==> src/rtl/ctrl_pipe_chain_pkg.sv <==
// Shared definitions for the control-bundle pipeline chain: control field
// layout, the all-zero NOP bundle and the per-cycle action encoding.
package ctrl_pipe_chain_pkg;

  localparam int unsigned DEF_REG_W      = 4;

  // Control bundle field layout (LSB offsets and widths)
  localparam int unsigned CTRL_AM_LSB     = 0;
  localparam int unsigned CTRL_AM_W       = 2;
  localparam int unsigned CTRL_ALU_OP_LSB = 2;
  localparam int unsigned CTRL_ALU_OP_W   = 4;
  localparam int unsigned CTRL_RF_EN      = 6;
  localparam int unsigned CTRL_S          = 7;
  localparam int unsigned CTRL_DATAMEM_EN = 8;
  localparam int unsigned CTRL_RW         = 9;
  localparam int unsigned CTRL_SIZE_LSB   = 10;
  localparam int unsigned CTRL_SIZE_W     = 2;
  localparam int unsigned CTRL_LOAD       = 12;
  localparam int unsigned CTRL_BL         = 13;

  localparam logic [15:0] CTRL_NOP        = '0;

  // What the chain does this cycle, highest priority first: hold, flush, hazard, shift
  typedef enum logic [1:0] {
    ACT_SHIFT  = 2'd0,
    ACT_HAZARD = 2'd1,
    ACT_FLUSH  = 2'd2,
    ACT_HOLD   = 2'd3
  } pipe_act_e;

endpackage

==> src/rtl/ctrl_pipe_chain_stage_reg.sv <==
// One pipeline stage register for the control chain. Holds on hold, loads a
// bubble (all zeros) on bubble, otherwise captures d_*.
module pipe_stage_reg #(
  parameter int unsigned CTRL_W = 16,
  parameter int unsigned REG_W  = 4
) (
  input  logic              clk,
  input  logic              rst_n,
  input  logic              hold,
  input  logic              bubble,
  input  logic              d_valid,
  input  logic [CTRL_W-1:0] d_ctrl,
  input  logic [REG_W-1:0]  d_rd,
  input  logic              d_is_load,
  input  logic              d_rd_we,
  output logic              q_valid,
  output logic [CTRL_W-1:0] q_ctrl,
  output logic [REG_W-1:0]  q_rd,
  output logic              q_is_load,
  output logic              q_rd_we
);

  // Stage contents: async clear, then hold > bubble > capture
  always_ff @(posedge clk or negedge rst_n) begin
    if (!rst_n) begin
      q_valid   <= 1'b0;
      q_ctrl    <= '0;
      q_rd      <= '0;
      q_is_load <= 1'b0;
      q_rd_we   <= 1'b0;
    end else if (!hold) begin
      if (bubble) begin
        q_valid   <= 1'b0;
        q_ctrl    <= '0;
        q_rd      <= '0;
        q_is_load <= 1'b0;
        q_rd_we   <= 1'b0;
      end else begin
        q_valid   <= d_valid;
        q_ctrl    <= d_ctrl;
        q_rd      <= d_rd;
        q_is_load <= d_is_load;
        q_rd_we   <= d_rd_we;
      end
    end
  end

endmodule

==> src/rtl/ctrl_pipe_chain.sv <==
// Control-bundle pipeline chain from ID through STAGES stages (stage 0 = EX)
// with load-use hazard bubbling, branch flush, external stall and counters.
module ctrl_pipe_chain
  import ctrl_pipe_chain_pkg::*;
#(
  parameter int unsigned CTRL_W = 16,
  parameter int unsigned STAGES = 3,
  parameter int unsigned REG_W  = DEF_REG_W,
  parameter int unsigned CNT_W  = 16
) (
  input  logic                     clk,
  input  logic                     reset,
  input  logic                     id_valid,
  input  logic [CTRL_W-1:0]        id_ctrl,
  input  logic                     id_is_load,
  input  logic                     id_rd_we,
  input  logic [REG_W-1:0]         id_rd,
  input  logic [REG_W-1:0]         id_rs_a,
  input  logic [REG_W-1:0]         id_rs_b,
  input  logic                     id_rs_a_use,
  input  logic                     id_rs_b_use,
  input  logic                     flush,
  input  logic                     ext_stall,
  output logic                     pc_le,
  output logic                     ifid_le,
  output logic                     ifid_clr,
  output logic                     hazard,
  output logic [STAGES-1:0]        stage_valid,
  output logic [STAGES*CTRL_W-1:0] stage_ctrl,
  output logic [STAGES*REG_W-1:0]  stage_rd,
  output logic [CNT_W-1:0]         stall_cnt,
  output logic [CNT_W-1:0]         flush_cnt
);

  logic [STAGES-1:0] v;
  logic [STAGES-1:0] ld;
  logic [STAGES-1:0] we;
  logic [CTRL_W-1:0] c [STAGES];
  logic [REG_W-1:0]  r [STAGES];
  pipe_act_e         act;
  logic              unused_tail;

  // Load-use hazard against the instruction currently in EX
  always_comb begin
    hazard = v[0] & ld[0] & we[0] & id_valid &
             ((id_rs_a_use & (id_rs_a == r[0])) | (id_rs_b_use & (id_rs_b == r[0])));
  end

  // Per-cycle action selection
  always_comb begin
    act = ACT_SHIFT;
    if (ext_stall)   act = ACT_HOLD;
    else if (flush)  act = ACT_FLUSH;
    else if (hazard) act = ACT_HAZARD;
  end

  // Front-end enables; forced to run/no-clear while reset is asserted
  always_comb begin
    pc_le    = 1'b1;
    ifid_le  = 1'b1;
    ifid_clr = 1'b0;
    if (reset) begin
      unique case (act)
        ACT_HOLD:   begin pc_le = 1'b0; ifid_le = 1'b0; end
        ACT_FLUSH:  ifid_clr = 1'b1;
        ACT_HAZARD: begin pc_le = 1'b0; ifid_le = 1'b0; end
        default:    ;
      endcase
    end
  end

  // Stage 0 takes the ID bundle; later stages take their predecessor
  for (genvar k = 0; k < STAGES; k++) begin : g_stage
    if (k == 0) begin : g_first
      pipe_stage_reg #(.CTRL_W(CTRL_W), .REG_W(REG_W)) u_reg (
        .clk       (clk),
        .rst_n     (reset),
        .hold      (act == ACT_HOLD),
        .bubble    ((act != ACT_SHIFT) | ~id_valid),
        .d_valid   (id_valid),
        .d_ctrl    (id_ctrl),
        .d_rd      (id_rd),
        .d_is_load (id_is_load),
        .d_rd_we   (id_rd_we),
        .q_valid   (v[k]),
        .q_ctrl    (c[k]),
        .q_rd      (r[k]),
        .q_is_load (ld[k]),
        .q_rd_we   (we[k])
      );
    end else begin : g_next
      pipe_stage_reg #(.CTRL_W(CTRL_W), .REG_W(REG_W)) u_reg (
        .clk       (clk),
        .rst_n     (reset),
        .hold      (act == ACT_HOLD),
        .bubble    (1'b0),
        .d_valid   (v[k-1]),
        .d_ctrl    (c[k-1]),
        .d_rd      (r[k-1]),
        .d_is_load (ld[k-1]),
        .d_rd_we   (we[k-1]),
        .q_valid   (v[k]),
        .q_ctrl    (c[k]),
        .q_rd      (r[k]),
        .q_is_load (ld[k]),
        .q_rd_we   (we[k])
      );
    end
  end

  // Pack stage outputs; invalid stages always show a zero bundle
  always_comb begin
    stage_valid = v;
    stage_ctrl  = '0;
    stage_rd    = '0;
    for (int unsigned k = 0; k < STAGES; k++) begin
      stage_ctrl[k*CTRL_W +: CTRL_W] = v[k] ? c[k] : '0;
      stage_rd[k*REG_W +: REG_W]     = r[k];
    end
  end

  // Load/write flags beyond EX are carried for completeness but not consumed here
  assign unused_tail = ^{ld, we};

  // Saturating stall/flush counters
  always_ff @(posedge clk or negedge reset) begin
    if (!reset) begin
      stall_cnt <= '0;
      flush_cnt <= '0;
    end else begin
      if (act == ACT_FLUSH && flush_cnt != '1)  flush_cnt <= flush_cnt + 1'b1;
      if (act == ACT_HAZARD && stall_cnt != '1) stall_cnt <= stall_cnt + 1'b1;
    end
  end

endmodule

==> config.mk <==
export PLATFORM = sky130hd
export DESIGN_NAME = ctrl_pipe_chain
export DESIGN_NICKNAME = d
export VERILOG_FILES = /design/src/rtl/ctrl_pipe_chain_pkg.sv /design/src/rtl/ctrl_pipe_chain_stage_reg.sv /design/src/rtl/ctrl_pipe_chain.sv
export SDC_FILE = /design/constraint.sdc
export NUM_CORES = 1
export LEC_CHECK = 0
export BUFFER_PORTS_ARGS = -buffer_cell sky130_fd_sc_hd__buf_2
export CAP_MARGIN = 10
export CORE_UTILIZATION = 53
export DETAILED_ROUTE_END_ITERATION = 10
export PLACE_DENSITY = 0.81
export SETUP_SLACK_MARGIN = 0.5
export SKIP_LAST_GASP = 1
export SYNTH_ARGS = -nofsm -noshare
export SYNTH_HDL_FRONTEND = slang
export SYNTH_HIERARCHICAL = 1
export SYNTH_SLANG_ARGS = --single-unit
export TNS_END_PERCENT = 100
==> constraint.sdc <==
create_clock -name clk -period 2.1 [get_ports clk]
set_input_delay 0.315 -clock clk [delete_from_list [all_inputs] [get_ports clk]]
set_output_delay 0.315 -clock clk [all_outputs]
set_load 0.02 [all_outputs]
==> results of run 1 <==
[layer usage]
metal / GRT usage (%) / vias up / wire length [um]
met5: 0 / - / 0
met2: 40.68 / 144 / 6079
met4: 8.484 / 0 / 130
li1: - / 1941 / -
met1: 34.36 / 1914 / 5157
met3: 4.245 / 14 / 656
[cells in the final DEF, fill, tap and decap left out, types with 3 or more instances in the layout]
master,n
buf_2,131
dfrtp_1,74
nand2_1,71
o21ai_1,52
and2_1,50
nand2b_1,50
buf_4,24
dfrtp_2,23
xnor2_1,19
nand4_1,12
buf_6,12
nand2b_4,12
clkbuf_8,10
conb_1,10
xor2_1,9
and3_1,9
nand3_1,8
o21ai_2,7
xnor2_2,6
o21ai_0,5
nor2_1,4
and3_4,4
nand3_2,4
buf_12,4
nor3_2,3
nor2_2,3
and2_4,3
nand2_4,3
a22o_1,3
[path summary, 6_finish.rpt]
check,to,slack (ns)
max,ifid_le,0.09
min,g_stage[1].g_next.u_reg/q_rd[2],0.01
max reg2reg,stall_cnt[1],0.10
min reg2reg,g_stage[2].g_next.u_reg/q_ctrl[5],0.49
max in group asynchronous,flush_cnt[7],1.41
min in group clk,g_stage[0].g_first.u_reg/q_ctrl[13],0.19
[registers in the layout, summed over array words and instances, names as in the netlist]
name	count
stall_cnt	16
flush_cnt	16
g_stage.g_next.u_reg/q_valid	2
g_stage.g_first.u_reg/q_rd	4
g_stage.g_first.u_reg/q_rd_we	1
g_stage.g_first.u_reg/q_is_load	1
g_stage.g_next.u_reg/q_rd	8
g_stage.g_first.u_reg/q_ctrl	16
g_stage.g_next.u_reg/q_ctrl	32
g_stage.g_first.u_reg/q_valid	1
[per-stage QoR]
step	hold WS, ns	instances
floorplan	0.01941	502
global placement	0.2597	722
detailed placement	0.2700	722
CTS	0.01948	762
global route	0.02281	771
finish	0.01497	771
[worst max-delay path, delay by kind of cell (launching register included)]
| kind | cells | cell delay, ns |
|---|---|---|
| AOI/OAI and AO/OA | 1 | 0.07 |
| buffers and inverters | 1 | 0.13 |
| DFF | 1 | 0.49 |
| and+or+nand+nor | 3 | 0.46 |
| xor gates and xnor gates | 1 | 0.18 |
[power groups by stage]
stage	Clock, mW	Sequential, mW	Combinational, mW
floorplan	0	2.15	0.238
global placement	0	2.09	0.453
detailed placement	0	2.09	0.464
global route	1.20	2.06	0.728
CTS	1.13	2.04	0.573
finish	1.10	2.05	0.665
[timing repair]
| action | 4_1_cts | 5_1_grt |
|---|---|---|
| gates resized for setup | 51 | 32 |
| pin swaps | 18 | 14 |
| setup endpoints to repair | 80 | 85 |
| hold buffers | 2 | 0 |
| endpoints found under the hold margin | 25 | 0 |
| cloned | 4 | 0 |
| setup buffers | 18 | 9 |
[layout make-up]
cell class / count / area [um2]
Inverter: 2 / 7.507
Fill cell: 623 / 2395
Clock inverter: 4 / 28.78
Sequential cell: 97 / 2456
Multi-Input combinational cell: 374 / 2520
Clock buffer: 12 / 145.1
Timing Repair Buffer: 174 / 1076
Tap cell: 108 / 135.1
==> flow_metrics.tcl, run 1 <==
set metrics [dict create \
    run_status "completed" \
    cp.arrival_ns 1.69 \
    total_power_mw 3.817 \
    layout.nets 697 \
    synth.avg_cell_area_um2 9.753 \
    pwr-share-comb_pct 17.4 \
    cp_cell_sequence "xor2_1 > nor3_2 > nor2_2 > nor2_2 > o21ai_2 > buf_6" \
    rsz0062_at_grt "yes" \
    setup_slack_ns 0.09082 \
    cts_made_buffers 9 \
    clk_latency_ns 0.36 \
    p_int_mw 2.721 \
    maxSlewHeadroom_pct 60.00 \
    required_ns 1.78 \
    clkPwrFrac_pct 28.9 \
    vias_per_cell 5.205 \
    grt_first_pass_wirelength_mm 18.85 \
    drive_gt1_share_pct 41.48 \
    post-dp-hpwl_mm 7.611 \
    hold_class "input pin to async pin" \
    drtIter0Drc 210 \
    dp_slack_ns 0.2139 \
    startpoint_type "register" \
    io_pins 136 \
    io_buffers 135 \
    critPathKind "register to output pin" \
    die_h_um 97.25 \
    start_util_pct 54.87 \
    swShare_pct 28.72 \
    maxCapViolations 0 \
    tns_ns 0 \
    place_congestion 0.8332 \
    worst_r2r_path_depth 7 \
    die_area_mm2 0.009458 \
    placed_area_mm2 0.005550 \
    fmax_mhz 497.7 \
    p_sw_mw 1.096 \
    slowest_delay_ns 0.49 \
    slew_violations 0 \
    final_util_pct 72.67 \
    critical_path.endpoint_type "output pin" \
    seqPwrFrac_pct 53.7 \
    cts_buffer_depth 2 \
    h-tree-depth 3 \
    area_growth_pct 32.45 \
    antenna_cells 0 \
    fin_area_mm2 0.006369 \
    r2r-start "g_stage[0].g_first.u_reg/q_rd[3]" \
    cts.sink_count 97 \
    syn-cell-area_mm2 0.004808 \
    post-route-drc-count 0 \
    grt_pass1_vias 3796 \
    grt_usage_pct 25.05 \
    cts_root_buffer "clkbuf_8" \
    grt_max_degree 131 \
    final_period_minus_worst_setup_slack_ns 2.009 \
    power_per_cell_area_mw_per_mm2 599.3 \
    routed_wl_mm 12.02 \
    num_vias 4013 \
    final_hold_viol_count 0 \
    finalSetupViolations 0 \
    p_leak_nw 3.230 \
    dr.pass1.iters 5 \
    cp_slowest_cell "dfrtp_2" \
    antenna_found_initial 0 \
    overflow 0 \
    period_share_pct 95.68 \
    crit_start "g_stage[0].g_first.u_reg/q_rd[3]" \
    crit_fanout 5 \
    worst_slew_pin_slew_ns 0.5988 \
    die_w_um 97.25 \
    critical_path.most_common_cell "nor2_2" \
    vdd_ir_drop_max_uv 332.3 \
    clk_pin_slew_ns 0.09 \
    skew_ns 0.01141 \
    core_region_area_mm2 0.008763 \
    wire_per_inst_um 15.60 \
    std_cell_rows 34 \
    ant_nets 0 \
    synth_cells 493 \
    cts_tree "yes" \
    synth_warnings 6 \
]
Note: power is estimated with default switching activity, not from simulation.
==> inputs of run 2 (changes only) <==
--- a/config.mk
+++ b/config.mk
@@ -9,7 +9,7 @@
 export CAP_MARGIN = 10
 export CORE_UTILIZATION = 53
 export DETAILED_ROUTE_END_ITERATION = 10
-export PLACE_DENSITY = 0.81
+export PLACE_DENSITY = 0.88
 export SETUP_SLACK_MARGIN = 0.5
 export SKIP_LAST_GASP = 1
 export SYNTH_ARGS = -nofsm -noshare
==> run 2 against run 1 <==
  * The run now ends with negative setup slack left
  * Sequential cell count is the same
  * Wire length grew 3.1%
  * Clock power hardly changed
  * Clock-buffer cell count shrank 2
  * Critical path type unchanged
==> flow_metrics.tcl, run 2 (synthesis gave the netlist of run 1 again) <==
set metrics [dict create \
    power_per_cell_area_mw_per_mm2 593.2 \
    violations "negative setup slack" \
    critical_path.endpoint_type "output pin" \
    cts_made_buffers 9 \
    swShare_pct 29.38 \
    antenna_cells 0 \
    worst_slew_pin_slew_ns 0.7899 \
    clk_pin_slew_ns 0.10 \
    num_vias 4027 \
    dp.cells 723 \
    crit_fanout 5 \
    overflow 0 \
    layout.nets 691 \
    setup_slack_ns -0.07617 \
    start_util_pct 54.87 \
    rr_endpoint "stall_cnt[1]" \
    vdd_ir_drop_max_uv 425.1 \
    die_h_um 97.25 \
    wire_per_inst_um 16.21 \
    p_int_mw 2.646 \
    skew_ns 0.01778 \
    h-tree-depth 3 \
    cts.sink_count 97 \
    hold_class "input pin to async pin" \
    post-route-drc-count 0 \
    fmax_mhz 459.5 \
    routed.top_layer "met4" \
    startpoint_type "register" \
    final_common_cell "buf_2" \
    dr.pass1.iters 4 \
    final_period_minus_worst_setup_slack_ns 2.176 \
    io_pins 136 \
    dr_wl_met3_um 616 \
    worst_r2r_path_depth 9 \
    final_hold_viol_count 0 \
    final_cells 765 \
    grt_first_pass_wirelength_mm 18.80 \
    drive_gt1_share_pct 39.73 \
    tns_ns -0.1502 \
    clk_latency_ns 0.36 \
    r2r-start "g_stage[0].g_first.u_reg/q_rd[1]" \
    slew_violations 0 \
    std_cell_rows 34 \
    p_leak_nw 3.170 \
    place_congestion 0.8651 \
    maxCapViolations 0 \
    final_util_pct 72.07 \
    required_ns 1.78 \
    cts_buffer_depth 2 \
    pwr-share-comb_pct 15.1 \
    antenna_found_initial 0 \
    total_power_mw 3.747 \
    cts_root_buffer "clkbuf_8" \
    die_area_mm2 0.009458 \
    fillCellCount 621 \
    p_sw_mw 1.101 \
    post-dp-hpwl_mm 7.590 \
    r2r_setup_slack_ns 0.01 \
    ant_nets 0 \
    io_buffers 135 \
    grt_usage_pct 24.93 \
    area_growth_pct 31.36 \
    period_share_pct 103.6 \
    die_w_um 97.25 \
    grt_pass1_vias 3936 \
    cts_tree "yes" \
    vias_per_cell 5.264 \
    rsz0062_at_grt "yes" \
    clkPwrFrac_pct 30.0 \
    cts_hold_buf 0 \
    routed_wl_mm 12.40 \
    largest_register_ffs 32 \
    layout_common_cells "buf_2, dfrtp_1, nand2_1" \
    cp.arrival_ns 1.86 \
    maxSlewHeadroom_pct 47.34 \
    run_status "complete, but fails checks" \
    largest-register "g_stage.g_next.u_reg/q_ctrl" \
    finalSetupViolations 2 \
    critPathKind "register to output pin" \
    wl_met2_mm 6.168 \
    seqPwrFrac_pct 54.8 \
    grt_max_degree 132 \
    wl_met1_mm 5.199 \
    drtIter0Drc 176 \
    core_region_area_mm2 0.008763 \
]
[run 2: cell count changes in the layout (fill, tap and decap cells not counted), sizes merged]
cell         before  now
buf             171  167
clkbuf           14   11
clkinv            1    2
dlygate4sd3       1    0
inv               3    4
[run 2: worst max path at each step]
stage                                                 from            to  slack, ns  cells past startpoint
after global placement                            id_valid  stall_cnt[1]       0.28                      7
after detailed placement                          id_valid  stall_cnt[1]       0.20                      7
after floorplan           g_stage[0].g_first.u_reg/q_valid         pc_le       0.33                      7
after CTS                 g_stage[0].g_first.u_reg/q_rd[1]       ifid_le      -0.01                      7
final                     g_stage[0].g_first.u_reg/q_rd[1]       ifid_le      -0.08                      7
after global routing      g_stage[0].g_first.u_reg/q_rd[1]         pc_le      -0.16                      7
[run 2: timing repair]
action | CTS | global route
pin swaps | 15 | 17
setup endpoints to repair | 77 | 79
cloned | 4 | 0
setup buffers | 13 | 9
resized for setup | 38 | 46
[run 2: worst max-delay path: stages (launching register included)]
cell,delay [ns]
dfrtp_2,0.47
xnor2_2,0.18
nand4_1,0.15
nor3_2,0.21
nor2_2,0.09
nor2_1,0.15
o21ai_2,0.09
buf_6,0.16
[run 2: through the flow]
stage                     setup slack [ns]  hold slack, ns  cell area (um2)
final                             -0.07617        0.009279             6316
after detailed placement            0.1987          0.3985             5545
after floorplan                     0.3331         0.01941             4908
after global placement              0.2770          0.3857             5545
after CTS                         -0.01467        0.007001             5989
after global routing               -0.1592         0.02685             6316
[run 2: final cells by class]
type | count | area (um2) | area share (%)
Sequential cell | 97 | 2455 | 38.87
Multi-Input combinational cell | 374 | 2507 | 39.70
Clock buffer | 10 | 127.6 | 2.021
Timing Repair Buffer | 168 | 1031 | 16.32
Inverter | 2 | 7.507 | 0.1189
Clock inverter | 6 | 52.55 | 0.8320
Tap cell | 108 | 135.1 | 2.139
[run 2: power by group through the flow]
stage	registers [mW]	logic, mW	clock network, mW
after floorplan	2.15	0.238	0
after global placement	2.09	0.447	0
after detailed placement	2.10	0.459	0
after CTS	2.05	0.528	1.15
after global routing	2.07	0.622	1.23
final	2.05	0.567	1.13
[run 2: metal layers]
metal  global-route usage (%)  up-vias
met3                    4.029       32
met2                    40.36      138
li1                         -     1925
met1                    32.77     1932
met4                    12.33        0
met5                        0        -
==> inputs of run 3 (changes only) <==
--- a/config.mk
+++ b/config.mk
@@ -8,7 +8,9 @@
 export BUFFER_PORTS_ARGS = -buffer_cell sky130_fd_sc_hd__buf_2
 export CAP_MARGIN = 10
 export CORE_UTILIZATION = 53
+export CTS_CLUSTER_SIZE = 28
 export DETAILED_ROUTE_END_ITERATION = 10
+export GPL_TIMING_DRIVEN = 0
 export PLACE_DENSITY = 0.88
 export SETUP_SLACK_MARGIN = 0.5
 export SKIP_LAST_GASP = 1
==> run 3 against run 2 <==
  * The run ends with negative hold slack, negative setup slack left
  * Clock skew decreased by 0.0073 ns
  * Via count up 11%
  * Non-clock buffer count increased by 37
  * Final cell count rose by 4.8%
  * Combinational power is 42% higher
  * Critical path depth increased by 1
  * Sequential cell count did not move
  * Sequential power barely moved
  * Die area did not move
  * Clock-buffer cell count unchanged
  * Wire length is 20% higher
  * Maximum frequency down 4.1%
  * Critical endpoint is now pc_le
  * Largest power group unchanged
  * Highest routed layer unchanged
==> flow_metrics.tcl, run 3 (synthesis gave the netlist of run 1 again) <==
set metrics [dict create \
    setup_slack_ns -0.1687 \
    cp_cell_sequence "xnor2_1 > nand4_1 > nor3_2 > nor2_2 > nor2_2 > o21ai_2 > buf_6 > buf_6" \
    p_leak_nw 3.554 \
    antenna_cells 0 \
    layout.nets 728 \
    final_common_cell "buf_2" \
    crit_family "simple AND/OR/NAND/NOR gates" \
    cts_made_buffers 9 \
    worst_slew_pin_slew_ns 0.6878 \
    clk_pin_slew_ns 0.10 \
    total_power_mw 4.366 \
    cts_root_buffer "clkbuf_8" \
    startpoint_type "register" \
    drive_gt1_share_pct 48.99 \
    maxCapViolations 0 \
    place_congestion 0.8191 \
    die_h_um 97.25 \
    dp.cells 746 \
    routed_wl_mm 14.84 \
    ant_nets 0 \
    largest_register_ffs 32 \
    antenna_found_initial 0 \
    finalSetupViolations 10 \
    area_growth_pct 44.94 \
    die_area_mm2 0.009458 \
    power_per_cell_area_mw_per_mm2 626.5 \
    wire_per_inst_um 18.50 \
    cts_buffer_depth 2 \
    rsz0062_at_grt "yes" \
    grt_first_pass_wirelength_mm 20.60 \
    slew_violations 0 \
    period_share_pct 108.0 \
    final_hold_viol_count 41 \
    post-route-drc-count 0 \
    placed_area_mm2 0.005749 \
    io_pins 136 \
    final_period_minus_worst_setup_slack_ns 2.269 \
    grt_usage_pct 27.05 \
    critPathKind "register to output pin" \
    core_region_area_mm2 0.008763 \
    die_w_um 97.25 \
    num_vias 4478 \
    cts_tree "yes" \
    fin_area_mm2 0.006969 \
    violations "negative hold slack, negative setup slack" \
    vdd_ir_drop_max_uv 540.3 \
    critical_path.endpoint_type "output pin" \
    std_cell_rows 34 \
    run_status "complete, but fails checks" \
    largest-register "g_stage.g_next.u_reg/q_ctrl" \
    vias_per_cell 5.584 \
    skew_ns 0.01052 \
    h-tree-depth 3 \
    maxSlewHeadroom_pct 54.05 \
    cp.arrival_ns 1.95 \
    post-dp-hpwl_mm 8.456 \
    cp_slowest_cell "dfrtp_2" \
    cts.sink_count 97 \
    slowest_delay_ns 0.47 \
    layout_common_cells "buf_2, dfrtp_1, nand2_1" \
    hold_class "input pin to async pin" \
    drtIter0Drc 231 \
    io_buffers 135 \
    overflow 0 \
    final_cells 802 \
    clk_latency_ns 0.36 \
    grt_pass1_vias 4218 \
    required_ns 1.78 \
    fmax_mhz 440.8 \
    grt_max_degree 44 \
    fillCellCount 485 \
    whs_ns -0.1672 \
    path_buf_inv 2 \
    tns_ns -0.6126 \
    dr.pass1.iters 4 \
    start_util_pct 54.87 \
    crit_fanout 3 \
]
run 3: cell types whose count changed in the layout (fill, tap and decap cells not counted), moves of 4 or more:
cell,previous run,this run
buf_4,15,31
buf_6,20,32
nand2_1,72,68
nand2b_1,52,43
nand2b_4,10,19
nor2_1,8,3
o21ai_1,56,39
o21ai_2,1,20
run 3: final timing paths:
check | from | to | slack (ns) | cells past startpoint
worst max-delay path | g_stage[0].g_first.u_reg/q_rd[2] | pc_le | -0.17 | 8
worst min-delay path | reset | stall_cnt[5] | -0.17 | 1
worst max register to register | g_stage[0].g_first.u_reg/q_is_load | stall_cnt[4] | -0.08 | 11
worst min register to register | g_stage[2].g_next.u_reg/q_ctrl[6] | g_stage[2].g_next.u_reg/q_ctrl[6] | 0.49 | 2
max in group asynchronous | reset | g_stage[2].g_next.u_reg/q_valid | 1.63 | 2
min in group clk | id_ctrl[13] | g_stage[0].g_first.u_reg/q_ctrl[13] | 0.20 | 2
run 3: cell type report:
class	count	area, um2	share of cell area [%]
multi-input combinational	374	2706	38.83
sequential	97	2455	35.22
timing repair buffer	176	1131	16.23
buffer	29	282.8	4.057
clock buffer	10	137.6	1.975
tap	108	135.1	1.939
clock inverter	6	113.9	1.634
inverter	2	7.507	0.1077
run 3: stage by stage:
stage / setup slack (ns) / util [%]
global placement: -0.6322 / 65.26
floorplan: 0.3331 / -
finish: -0.1687 / 79.53
detailed placement: 0.06482 / 65.61
CTS: -0.05036 / 72.56
global route: -0.2265 / 79.53
run 3: power by group:
group          switching, mW  internal (mW)
sequential             0.100           1.96
combinational          0.422          0.381
clock                  0.677          0.828
run 3: repair_timing:
| action | CTS | global route |
|---|---|---|
| gates cloned | 3 | 1 |
| setup endpoints to repair | 84 | 76 |
| buffers inserted | 18 | 18 |
| pin swaps | 18 | 26 |
| endpoints found under the hold margin | 41 | 41 |
| gates resized for setup | 48 | 91 |
run 3: layer usage:
metal | GRT usage [%] | share of wire, % | vias to the layer above | wire length [um]
met2 | 45.67 | 51 | 217 | 7635
met5 | 0 | 0 | - | 0
met1 | 35.35 | 40 | 2207 | 5949
met3 | 3.309 | 4.8 | 52 | 712
li1 | - | - | 2002 | -
met4 | 11.65 | 3.6 | 0 | 538
